==> src/rtl/iter_alu_pkg.sv <==
// Shared definitions for the iterative ALU: operation codes and FSM states.
package iter_alu_pkg;

  localparam logic [3:0] OP_AND   = 4'b0000;
  localparam logic [3:0] OP_OR    = 4'b0001;
  localparam logic [3:0] OP_ADD   = 4'b0010;
  localparam logic [3:0] OP_SUB   = 4'b0110;
  localparam logic [3:0] OP_SLT   = 4'b0111;
  localparam logic [3:0] OP_SLL   = 4'b0101;
  localparam logic [3:0] OP_MULTU = 4'b1000;
  localparam logic [3:0] OP_DIVU  = 4'b1001;

  typedef enum logic [1:0] {
    ST_IDLE = 2'd0,
    ST_MUL  = 2'd1,
    ST_DIV  = 2'd2,
    ST_DONE = 2'd3
  } state_t;

endpackage

==> src/rtl/alu_comb.sv <==
// Single-cycle combinational unit: logic ops, add/sub with overflow, SLT, SLL
// and illegal-code decode. MULTU/DIVU are legal here but produce no result.
module alu_comb
  import iter_alu_pkg::*;
#(
  parameter int WIDTH = 32
) (
  input  logic [3:0]       op,
  input  logic [WIDTH-1:0] a,
  input  logic [WIDTH-1:0] b,
  output logic [WIDTH-1:0] res,
  output logic             ovf,
  output logic             illegal
);

  localparam int SHW = $clog2(WIDTH);
  localparam logic [WIDTH-1:0] ONE = WIDTH'(1);

  logic signed [WIDTH-1:0] sum;
  logic signed [WIDTH-1:0] diff;
  logic                    ovf_add;
  logic                    ovf_sub;
  logic                    slt;

  assign sum     = a + b;
  assign diff    = a + ~b + ONE;
  assign ovf_add = (a[WIDTH-1] == b[WIDTH-1]) && (sum[WIDTH-1] != a[WIDTH-1]);
  assign ovf_sub = (a[WIDTH-1] != b[WIDTH-1]) && (diff[WIDTH-1] != a[WIDTH-1]);
  // Signed less-than: the subtract sign is wrong exactly when it overflowed.
  assign slt     = diff[WIDTH-1] ^ ovf_sub;

  // Select the result and flags for the requested code.
  always_comb begin
    res     = '0;
    ovf     = 1'b0;
    illegal = 1'b0;
    case (op)
      OP_AND:   res = a & b;
      OP_OR:    res = a | b;
      OP_ADD: begin
        res = sum;
        ovf = ovf_add;
      end
      OP_SUB: begin
        res = diff;
        ovf = ovf_sub;
      end
      OP_SLT:   res = {{(WIDTH-1){1'b0}}, slt};
      OP_SLL:   res = a << b[SHW-1:0];
      OP_MULTU: res = '0;
      OP_DIVU:  res = '0;
      default:  illegal = 1'b1;
    endcase
  end

endmodule

==> src/rtl/iter_alu.sv <==
// Multi-cycle ALU behind a valid/ready handshake. Single-cycle ops finish in
// one clock; MULTU (shift-add) and DIVU (restoring) take WIDTH iterations.
module iter_alu
  import iter_alu_pkg::*;
#(
  parameter int WIDTH = 32,
  parameter int SHW   = $clog2(WIDTH)
) (
  input  logic             clk,
  input  logic             reset,
  input  logic             in_valid,
  output logic             in_ready,
  input  logic [3:0]       op,
  input  logic [WIDTH-1:0] dataA,
  input  logic [WIDTH-1:0] dataB,
  output logic             out_valid,
  input  logic             out_ready,
  output logic [WIDTH-1:0] dataOut,
  output logic [WIDTH-1:0] dataHi,
  output logic             zero,
  output logic             ovf,
  output logic             dz,
  output logic             illegal
);

  localparam logic [SHW:0] CNT_LAST = (SHW+1)'(WIDTH-1);
  localparam logic [SHW:0] CNT_ONE  = (SHW+1)'(1);

  state_t           state;
  state_t           state_nxt;
  logic [SHW:0]     cnt;
  logic             xfer;
  logic             iter_last;
  logic             b_zero;

  logic [WIDTH-1:0] opr;
  logic [WIDTH-1:0] acc_hi;
  logic [WIDTH-1:0] acc_lo;
  logic [WIDTH-1:0] hi_nxt;
  logic [WIDTH-1:0] lo_nxt;
  logic [WIDTH:0]   mul_sum;
  logic [WIDTH:0]   div_sh;
  logic [WIDTH:0]   div_diff;

  logic [WIDTH-1:0] alu_res;
  logic             alu_ovf;
  logic             alu_ill;

  alu_comb #(.WIDTH(WIDTH)) u_alu_comb (
    .op      (op),
    .a       (dataA),
    .b       (dataB),
    .res     (alu_res),
    .ovf     (alu_ovf),
    .illegal (alu_ill)
  );

  assign xfer      = in_valid && in_ready;
  assign iter_last = (cnt == CNT_LAST);
  assign b_zero    = (dataB == '0);

  // State register.
  always_ff @(posedge clk or negedge reset) begin
    if (!reset) state <= ST_IDLE;
    else        state <= state_nxt;
  end

  // Next-state decode and handshake outputs.
  always_comb begin
    state_nxt = state;
    in_ready  = 1'b0;
    out_valid = 1'b0;
    case (state)
      ST_IDLE: begin
        in_ready = reset;
        if (xfer) begin
          if (op == OP_MULTU)                 state_nxt = ST_MUL;
          else if (op == OP_DIVU && !b_zero)  state_nxt = ST_DIV;
          else                                state_nxt = ST_DONE;
        end
      end
      ST_MUL, ST_DIV: begin
        if (iter_last) state_nxt = ST_DONE;
      end
      ST_DONE: begin
        out_valid = 1'b1;
        if (out_ready) state_nxt = ST_IDLE;
      end
      default: state_nxt = ST_IDLE;
    endcase
  end

  // Iteration counter; cleared at every accepted request.
  always_ff @(posedge clk or negedge reset) begin
    if (!reset)                               cnt <= '0;
    else if (xfer)                            cnt <= '0;
    else if (state == ST_MUL || state == ST_DIV) cnt <= cnt + CNT_ONE;
  end

  assign mul_sum  = {1'b0, acc_hi} + (acc_lo[0] ? {1'b0, opr} : '0);
  assign div_sh   = {acc_hi, acc_lo[WIDTH-1]};
  assign div_diff = div_sh - {1'b0, opr};

  // One iteration step: shift-add for MUL, restoring subtract for DIV.
  always_comb begin
    hi_nxt = acc_hi;
    lo_nxt = acc_lo;
    if (state == ST_MUL) begin
      hi_nxt = mul_sum[WIDTH:1];
      lo_nxt = {mul_sum[0], acc_lo[WIDTH-1:1]};
    end else if (state == ST_DIV) begin
      if (!div_diff[WIDTH]) begin
        hi_nxt = div_diff[WIDTH-1:0];
        lo_nxt = {acc_lo[WIDTH-2:0], 1'b1};
      end else begin
        hi_nxt = div_sh[WIDTH-1:0];
        lo_nxt = {acc_lo[WIDTH-2:0], 1'b0};
      end
    end
  end

  // Working registers: acc_lo holds multiplier / dividend-quotient, opr the other operand.
  always_ff @(posedge clk) begin
    if (xfer) begin
      acc_hi <= '0;
      acc_lo <= (op == OP_MULTU) ? dataB : dataA;
      opr    <= (op == OP_MULTU) ? dataA : dataB;
    end else if (state == ST_MUL || state == ST_DIV) begin
      acc_hi <= hi_nxt;
      acc_lo <= lo_nxt;
    end
  end

  // Registered results and flags; flags clear on every accepted request.
  always_ff @(posedge clk or negedge reset) begin
    if (!reset) begin
      dataOut <= '0;
      dataHi  <= '0;
      zero    <= 1'b0;
      ovf     <= 1'b0;
      dz      <= 1'b0;
      illegal <= 1'b0;
    end else if (xfer) begin
      ovf     <= 1'b0;
      dz      <= 1'b0;
      illegal <= 1'b0;
      if (op == OP_MULTU || (op == OP_DIVU && !b_zero)) begin
        dataOut <= '0;
        dataHi  <= '0;
        zero    <= 1'b0;
      end else if (op == OP_DIVU) begin
        dataOut <= '1;
        dataHi  <= dataA;
        zero    <= 1'b0;
        dz      <= 1'b1;
      end else begin
        dataOut <= alu_res;
        dataHi  <= '0;
        zero    <= (alu_res == '0);
        ovf     <= alu_ovf;
        illegal <= alu_ill;
      end
    end else if ((state == ST_MUL || state == ST_DIV) && iter_last) begin
      dataOut <= lo_nxt;
      dataHi  <= hi_nxt;
      zero    <= (lo_nxt == '0);
    end
  end

endmodule

==> config.mk <==
export PLATFORM = sky130hd
export DESIGN_NAME = iter_alu
export DESIGN_NICKNAME = d
export VERILOG_FILES = /design/src/rtl/iter_alu_pkg.sv /design/src/rtl/alu_comb.sv /design/src/rtl/iter_alu.sv
export SDC_FILE = /design/constraint.sdc
export NUM_CORES = 1
export LEC_CHECK = 0
export BUFFER_PORTS_ARGS = -buffer_cell sky130_fd_sc_hd__buf_2
export CAP_MARGIN = 15
export CORE_UTILIZATION = 40
export CTS_CLUSTER_DIAMETER = 100
export DETAILED_ROUTE_END_ITERATION = 10
export HOLD_SLACK_MARGIN = 0.12
export MAX_ROUTING_LAYER = met4
export PLACE_DENSITY_LB_ADDON = 0.25
export SYNTH_ARGS = -nofsm -noshare
export SYNTH_HDL_FRONTEND = slang
export SYNTH_HIERARCHICAL = 1
export SYNTH_SLANG_ARGS = --single-unit
==> constraint.sdc <==
create_clock -name clk -period 4.2 [get_ports clk]
set_clock_uncertainty 0.1 [all_clocks]
set_input_delay 0.63 -clock clk [delete_from_list [all_inputs] [get_ports clk]]
set_output_delay 0.63 -clock clk [all_outputs]
set_load 0.05 [all_outputs]
# Word-level counts from Yosys, hierarchy flattened
# Index checks and enable logic that the tools add are counted.
# totals
input_bits	72
reg_bits	172
out_inout_bits	70
# op_classes
n_addsub	6
mux	42
n_eq_ne	18
shift	1
n_reduce_logical	18
bitwise_logic	4
# ops
cell	count
$mux 32	18
$pmux 32 s6	1
$logic_not 32->1	3
$add 32x32->32	2
$add 32x32->33	1
$sub 33x32->33	1
$add 32x1->32 const B	1
$and 32x32->32	1
$not 32->32	1
$or 32x32->32	1
$shl 32x5->32	1
$mux 1	15
$eq 4x3->1 const B	3
$mux 6	2
$eq 4x4->1 const B	2
$mux 2	4
$reduce_or 7->1	1
$add 6x1->6 const B	1
$eq 6x5->1 const B	1
$ne 2x2->1 const B	3
$pmux 2 s3	1
$logic_and 1x1->1	5
$eq 2x2->1 const B	2
$eq 4x1->1 const B	1
13 further kinds	17

# Depth between registers and ports, before layout
# Gate-level depths: netlist (run 1).
# depth
depth_word	11
mapped_depth	23

# Hierarchy
# Netlist (run 1), hierarchy kept.
# by_module_without_submodules
mod	cells_each	n_inst	area_per_inst_um2	seq_area_each_um2
iter_alu	1570	1	13178.9	4464.3
alu_comb	948	1	6658.9	0.0

# Worst setup path after synthesis (run 1)
# No wires, ideal clock.
# synth_timing
kind	in2reg
startpoint	input dataB[2]
endpoint	register zero
path_stages	23
required_time_ps	4017
t_arrival_ps	5230
slack_ps	-1213
cell_sequence	clkinv_1 buf_1 clkbuf_1 clkbuf_1 ha_1 inv_1 a21oi_1 o31ai_1 o22ai_2 and4bb_1 o31ai_2 a211oi_2 a21oi_1 o31a_1 fa_1 a31oi_1 o32ai_1 a221o_1 nor4_1 nand4_1 nor4_1 a22oi_1 o21ai_0
# synth_between
elab_chain_cells	11
elab_cells_between_ends	19
# synth_lines
element	line_no	rtl
start, declared	iter_alu.sv:15	input logic [WIDTH-1:0] dataB,
$not 32->32	alu_comb.sv:26	assign diff = a + ~b + ONE;
$add 32x32->32	alu_comb.sv:26	
$add 32x1->32	alu_comb.sv:26	
$ne 1x1->1	alu_comb.sv:28	assign ovf_sub = (a[WIDTH-1] != b[WIDTH-1]) && (diff[WIDTH-1] != a[WIDTH-1]);
$logic_and 1x1->1	alu_comb.sv:28	
$xor 1x1->1	alu_comb.sv:30	assign slt = diff[WIDTH-1] ^ ovf_sub;
$pmux 32 s6 (*)	alu_comb.sv:37	case (op)
named net alu_res[0]	iter_alu.sv:45	logic [WIDTH-1:0] alu_res;
$logic_not 32->1 (*)	iter_alu.sv:159	zero <= (alu_res == '0);
$mux 1 (*)	iter_alu.sv:151	end else if (op == OP_DIVU) begin
$mux 1 (*)	iter_alu.sv:147	if (op == OP_MULTU || (op == OP_DIVU && !b_zero)) begin
$mux 1 (*)	iter_alu.sv:143	end else if (xfer) begin
end signal, assigned	iter_alu.sv:159	
end signal, assigned	iter_alu.sv:166	zero <= (lo_nxt == '0);
end, declared	iter_alu.sv:20	output logic zero,
# The timed path passes the listed nets; every way through them passes the cells marked *.
# A chain may end at the register's enable or synchronous reset.

# Final worst setup path (run 1)
# layout_timing
startpoint	input dataB[1]
endpoint	register zero
# layout_between
elab_cells_between_ends	19
# layout_lines
element	line_no
$not 32->32	alu_comb.sv:26
$add 32x32->32	alu_comb.sv:26
$add 32x1->32	alu_comb.sv:26
$pmux 32 s6 (*)	alu_comb.sv:37
named net alu_res[21]	iter_alu.sv:45
$logic_not 32->1 (*)	iter_alu.sv:159
$mux 1 (*)	iter_alu.sv:151
$mux 1 (*)	iter_alu.sv:147
$mux 1 (*)	iter_alu.sv:143
# Marked as above.

==> results.sh, run 1 <==
export IMPL_outcome="finished with violations"
export IMPL_failed_checks="setup timing"
export IMPL_crit_type="input port to flop"
export IMPL_hold_path_end="dataHi[29]"
export IMPL_pwr_share_clk_pct=9.5
export IMPL_place_congestion=1.01
export IMPL_seq_area_um2=4460
export IMPL_cp_end_kind="flop"
export IMPL_rrSetupSlack_ps=130
export IMPL_yosysWarnings=6
export IMPL_cts_htree_levels=4
export IMPL_grt_pass1_vias=21239
export IMPL_grt_max_degree=85
export IMPL_ys_ff_latch=172
export IMPL_syn2layout_area_growth_pct=24.7
export IMPL_hold_viol=0
export IMPL_coreArea_um2=49000
export IMPL_cts_root_buf="clkbuf_16"
export IMPL_synth_top_flop_cell="dfrtp_1"
export IMPL_start_util_pct=40.5
export IMPL_setup_viol=1
export IMPL_fin_ws_ps=-146
export IMPL_detail_route_antenna_nets=0
export IMPL_min_path_type="flop to flop"
export IMPL_async_reset_ff_share_pct=44.2
export IMPL_rsz0062_at_grt="true"
export IMPL_syn_area_um2=19800
export IMPL_tightestPinTransition_ps=978
export IMPL_final_min_clock_period_ps=4350
export IMPL_cap_violations=0
export IMPL_critPathBufInv=7
export IMPL_multiInputGateArea_um2=14400
export IMPL_max_freq_mhz=230
export IMPL_drc=0
export IMPL_p_per_area_nw_per_um2=659
export IMPL_cts_buffers=17
export IMPL_cts_sinks=172
export IMPL_synth_cell_type_count=108
export IMPL_syn_avg_cell_area_um2=7.88
export IMPL_first_iter_violations=2042
export IMPL_critPathSlowestCell="mux4_2"
export IMPL_grt_pass1_wl_um=128000
export IMPL_vias=21957
export IMPL_tritoncts="built"
export IMPL_totalWireLength_um=85800
export IMPL_antenna_found_initial=3
export IMPL_cts_path_max_buffers=2
export IMPL_relSlewSlack_pct=34.7
export IMPL_ioPinCount=142
export IMPL_post_drt_wl_per_cell_um=23.9
export IMPL_clk_pin_slew_ps=70
export IMPL_p_int_mw=7.51
export IMPL_required_ps=4470
export IMPL_path_cells="buf_2 > buf_4 > buf_12 > buf_12 > mux4_2 > buf_4 > mux4_2 > nand2_1 > o211a_1 > inv_1 > a311oi_1 > nand3b_1 > o211ai_1 > nor4_1 > buf_4 > nand4_1 > nor4_2 > a22oi_1 > o21ai_1"
export IMPL_dp_final_hpwl_um=67100
export IMPL_synth_edff_count=64
export IMPL_fillCellCount=4795
export IMPL_synth_cells=2518
export IMPL_port_buffers=141
export IMPL_p_leak_nw=11.1
export IMPL_grt_overflow=0
export IMPL_reg2reg_depth=14
export IMPL_syn_num_nets=2771
export IMPL_path_delay_family="multiplexers"
export IMPL_power_mw=16.3
export IMPL_die_height_um=225
export IMPL_drive_gt1_share_pct=25.3
export IMPL_cp_start_kind="input port"
export IMPL_vias_per_cell=6.11
export IMPL_r2r_end="dataHi[30]"
export IMPL_slew_viol_final=0
export IMPL_clkLatencyLatePin_ps=460
export IMPL_fp_dieArea_um2=50500
export IMPL_die_w_um=225
export IMPL_worstHoldStart="dataHi[29]"
export IMPL_rows=81
export IMPL_path_max_fanout=21
export IMPL_r2r_start="acc_lo[0]"
export IMPL_grtUsageTotal_pct=34.4
export IMPL_final_util_pct=50.5
export IMPL_whs_path_depth=1
export IMPL_post_route_period_util_pct=103
export IMPL_slowest_delay_ps=530
export IMPL_dr_pass1_iters=6
export IMPL_ys_seq_area_share_pct=22.5
export IMPL_power_frac_seq_pct=21.0
export IMPL_worst_ep_arrival_time_ps=4620
export IMPL_pwr_share_comb_pct=69.5
export IMPL_crit_path_frequent_cell="buf_4"
export IMPL_vdd_drop_max_v=0.000412
export IMPL_nNetsFinal=3167
export IMPL_switchingPower_mw=8.79
export IMPL_p_sw_share_pct=53.9
routing by layer:
metal | part of all wire [%] | global-route usage, %
met1 | 42 | 43.5
met2 | 47 | 54.9
met5 | 0 | -
met4 | 4.1 | 14.7
met3 | 7.3 | 4.55
sequential cells by signal, indices dropped and copies added (netlist names):
name	count
dataHi	32
acc_hi	32
illegal	1
dataOut	32
acc_lo	32
state	2
cnt	6
opr	32
ovf	1
zero	1
dz	1
stage by stage:
stage | setup TNS (ps) | hold WS (ps) | std cells | worst slack, ps | area (um2)
after floorplan | -542 | 234 | 2518 | -396 | 20100
after global placement | -2610 | 407 | 3546 | -724 | 23900
after detailed placement | -3150 | 396 | 3546 | -913 | 23900
after CTS | -63.4 | 411 | 3586 | -63.4 | 24600
after global routing | -381 | 446 | 3592 | -326 | 24700
final | -146 | 413 | 3592 | -146 | 24700
final cells by class:
| type | instances | area share [%] |
|---|---|---|
| antenna | 1 | 0.0101 |
| multi-input combinational | 2027 | 58.2 |
| inverter | 156 | 2.50 |
| clock buffer | 19 | 1.75 |
| sequential | 172 | 18.0 |
| clock inverter | 13 | 0.445 |
| tap | 664 | 3.36 |
| timing repair buffer | 540 | 15.7 |
power groups by stage:
stage	Clock, mW	Sequential (mW)	Combinational (mW)
finish	1.55	3.42	11.3
global route	1.62	3.47	12.2
CTS	1.56	3.40	11.1
detailed placement	0	3.42	11.0
global placement	0	3.42	10.8
floorplan	0	4.16	6.75
repair_timing:
item | in CTS | in global routing
hold buffers | 1 | 0
pin swaps | 16 | 6
endpoints found under the hold margin | 29 | 0
endpoints found under the setup margin | 3 | 8
resized for setup | 19 | 21
buffers inserted | 7 | 5
cell usage in the layout (no fill, tap or decap), types with 40 or more instances in the layout:
cell type,Yosys,final
a21o_1,53,53
a21oi_1,280,278
and2_1,40,40
buf_2,29,135
buf_4,7,389
dfrtp_1,76,76
edfxtp_1,64,64
ha_1,176,165
inv_1,153,145
mux2_2,42,42
mux2i_1,71,71
nand2_1,211,208
nand3_1,40,40
nor2_1,236,234
o21ai_0,187,185
synthesized netlist by cell type (42+ instances only):
cell        n  share of area [%]
nand2_1   211                4.0
nor2_1    236                4.5
edfxtp_1   64                9.7
o21ai_0   187                4.7
clkbuf_1  104                2.0
inv_1     153                2.9
mux2_2     42                2.4
a21oi_1   280                7.1
dfrtp_1    76                9.6
ha_1      176                 11
a21o_1     53                2.0
mux2i_1    71                3.6
how the worst max path moves through the flow:
stage	end	slack [ps]	cells after the start	from
finish	zero	-150	19	dataB[1]
global route	zero	-330	22	dataA[6]
CTS	zero	-60	19	dataA[6]
detailed placement	zero	-910	21	dataA[7]
global placement	zero	-720	21	dataA[6]
floorplan	zero	-400	23	dataB[2]
cells by family (layout without fill, tap and decap cells):
| group | after synthesis | count (layout) | share of synthesized area [%] |
|---|---|---|---|
| other | 0 | 1 | 0 |
| adders and majority gates | 181 | 181 | 11.6 |
| xor gates and xnor gates | 56 | 56 | 2.47 |
| muxes | 144 | 144 | 9.22 |
| AOI/OAI and AO/OA | 903 | 903 | 29.9 |
| buffers and inverters | 319 | 728 | 6.51 |
| DFF | 172 | 172 | 22.5 |
| and+or+nand+nor | 743 | 743 | 17.8 |
No activity file was read; power rests on OpenSTA's default activity.
==> run 2: changes to the inputs <==
TNS_END_PERCENT = 20   (was default)
==> run 2 against run 1 <==
- critical path depth grew 2
- power is essentially flat
- routed wire length shrank 0.11%
- utilization shrank 0.13 points
- largest power group unchanged
- the run still ends with setup timing left
- largest cell class unchanged
==> results.sh, run 2 (synthesis gave the netlist of run 1 again) <==
export IMPL_outcome="finished with violations"
export IMPL_failed_checks="setup timing"
export IMPL_coreArea_um2=49000
export IMPL_required_ps=4470
export IMPL_cts_sinks=172
export IMPL_dpl_cell_count=3546
export IMPL_hold_viol=0
export IMPL_post_route_period_util_pct=103
export IMPL_fin_ws_ps=-138
export IMPL_fp_dieArea_um2=50500
export IMPL_vias=21848
export IMPL_grt_pass1_vias=21239
export IMPL_drc=0
export IMPL_slew_viol_final=0
export IMPL_cts_buffers=17
export IMPL_cts_root_buf="clkbuf_16"
export IMPL_worst_ep_arrival_time_ps=4610
export IMPL_final_util_pct=50.4
export IMPL_nNetsFinal=3164
export IMPL_setup_viol=1
export IMPL_cap_violations=0
export IMPL_r2r_start="acc_lo[0]"
export IMPL_power_mw=16.3
export IMPL_final_common_cell="buf_4"
export IMPL_cp_start_kind="input port"
export IMPL_p_leak_nw=11.1
export IMPL_final_cell_mix="386 x buf_4, 278 x a21oi_1, 235 x nor2_1"
export IMPL_grt_max_degree=85
export IMPL_ioPinCount=142
export IMPL_vdd_drop_max_v=0.000411
export IMPL_clkLatencyLatePin_ps=460
export IMPL_port_buffers=141
export IMPL_place_congestion=1.01
export IMPL_detail_route_antenna_nets=0
export IMPL_antenna_found_initial=3
export IMPL_cts_htree_levels=4
export IMPL_grt_pass1_wl_um=128000
export IMPL_syn2layout_area_growth_pct=24.4
export IMPL_max_freq_mhz=231
export IMPL_worstHoldStart="dataHi[29]"
export IMPL_final_min_clock_period_ps=4340
export IMPL_path_max_fanout=3
export IMPL_cp_end_kind="flop"
export IMPL_p_per_area_nw_per_um2=660
export IMPL_dp_final_hpwl_um=67100
export IMPL_vias_per_cell=6.09
export IMPL_clk_pin_slew_ps=70
export IMPL_min_path_type="flop to flop"
export IMPL_cp_startpoint="dataA[6]"
export IMPL_first_iter_violations=1947
export IMPL_totalWireLength_um=85700
export IMPL_die_height_um=225
export IMPL_grt_overflow=0
export IMPL_rsz0062_at_grt="true"
export IMPL_die_w_um=225
export IMPL_rows=81
export IMPL_cts_path_max_buffers=2
export IMPL_stdcell_count=3589
export IMPL_timing_hold_ws_ps=411
export IMPL_grtUsageTotal_pct=34.4
export IMPL_tightestPinTransition_ps=1010
export IMPL_tritoncts="built"
export IMPL_relSlewSlack_pct=32.5
export IMPL_crit_type="input port to flop"
export IMPL_start_util_pct=40.5
export IMPL_drive_gt1_share_pct=25.0
export IMPL_post_drt_wl_per_cell_um=23.9
export IMPL_dr_pass1_iters=7
run 2: cell types whose count changed in the layout (fill, tap and decap cells not counted), sizes merged:
cell	previous run	this run
buf	539	536
run 2: critical path, cell delays in order:
cell and delay (ps):
buf_6 90, inv_2 50, ha_4 210, nor3_4 230, nand2_2 100, o31ai_4 280
o22ai_2 160, and4bb_2 390, o31ai_4 100, a211oi_4 340, a21oi_2 80, o31a_1 270
fa_2 330, a31oi_1 130, o32ai_1 110, a221o_1 330, nor4_2 220, nand4_1 160
nor4_2 160, a22oi_1 110, o21ai_1 120
run 2: report_power, final:
part           switching, mW  total (mW)  internal (mW)
combinational           7.24        11.3           4.08
sequential             0.767        3.42           2.65
clock                  0.776        1.55          0.773
total                   8.78        16.3           7.50
run 2: stage by stage:
stage | setup WS, ps | cell area [um2] | setup TNS, ps
detailed placement | -913 | 23900 | -3150
finish | -138 | 24700 | -138
global placement | -724 | 23900 | -2610
CTS | -63.4 | 24600 | -63.4
global route | -363 | 24700 | -419
floorplan | -396 | 20100 | -542
run 2: cell type report:
class	instances	area (um2)
fillers	4800	24300
multi-input cells	2027	14400
flip-flops and latches	172	4460
repair buffers	537	3850
well taps	664	831
inverters	156	619
clock buffers	19	433
clock inverters	13	110
diodes	1	2.50
run 2: path summary, 6_finish.rpt:
path,end,slack (ps),depth (start not counted)
setup / recovery,zero,-140,21
hold / removal,dataHi[29],410,1
setup reg to reg,dataHi[30],130,13
hold reg to reg,dataHi[29],410,1
max in group asynchronous,dataOut[13],2390,3
min in group asynchronous,dataHi[27],550,2
run 2: layer usage:
metal  share of wire (%)  vias up  routed length, um  GRT usage, %
met4                 4.3        0               3670          14.7
met5                   0        -                  0             -
met3                 7.4      182               6330          4.55
met2                  47      989              39900          54.9
li1                    -    10063                  -             -
met1                  42    10614              35800          43.5
run 2: timing repair:
item / 4_1_cts / 5_1_grt
cloned: 0 / 0
pin swaps: 16 / 4
gates resized for setup: 19 / 15
setup buffers: 7 / 1
hold buffers: 1 / 0
endpoints found under the hold margin: 29 / 0
setup endpoints to repair: 3 / 8
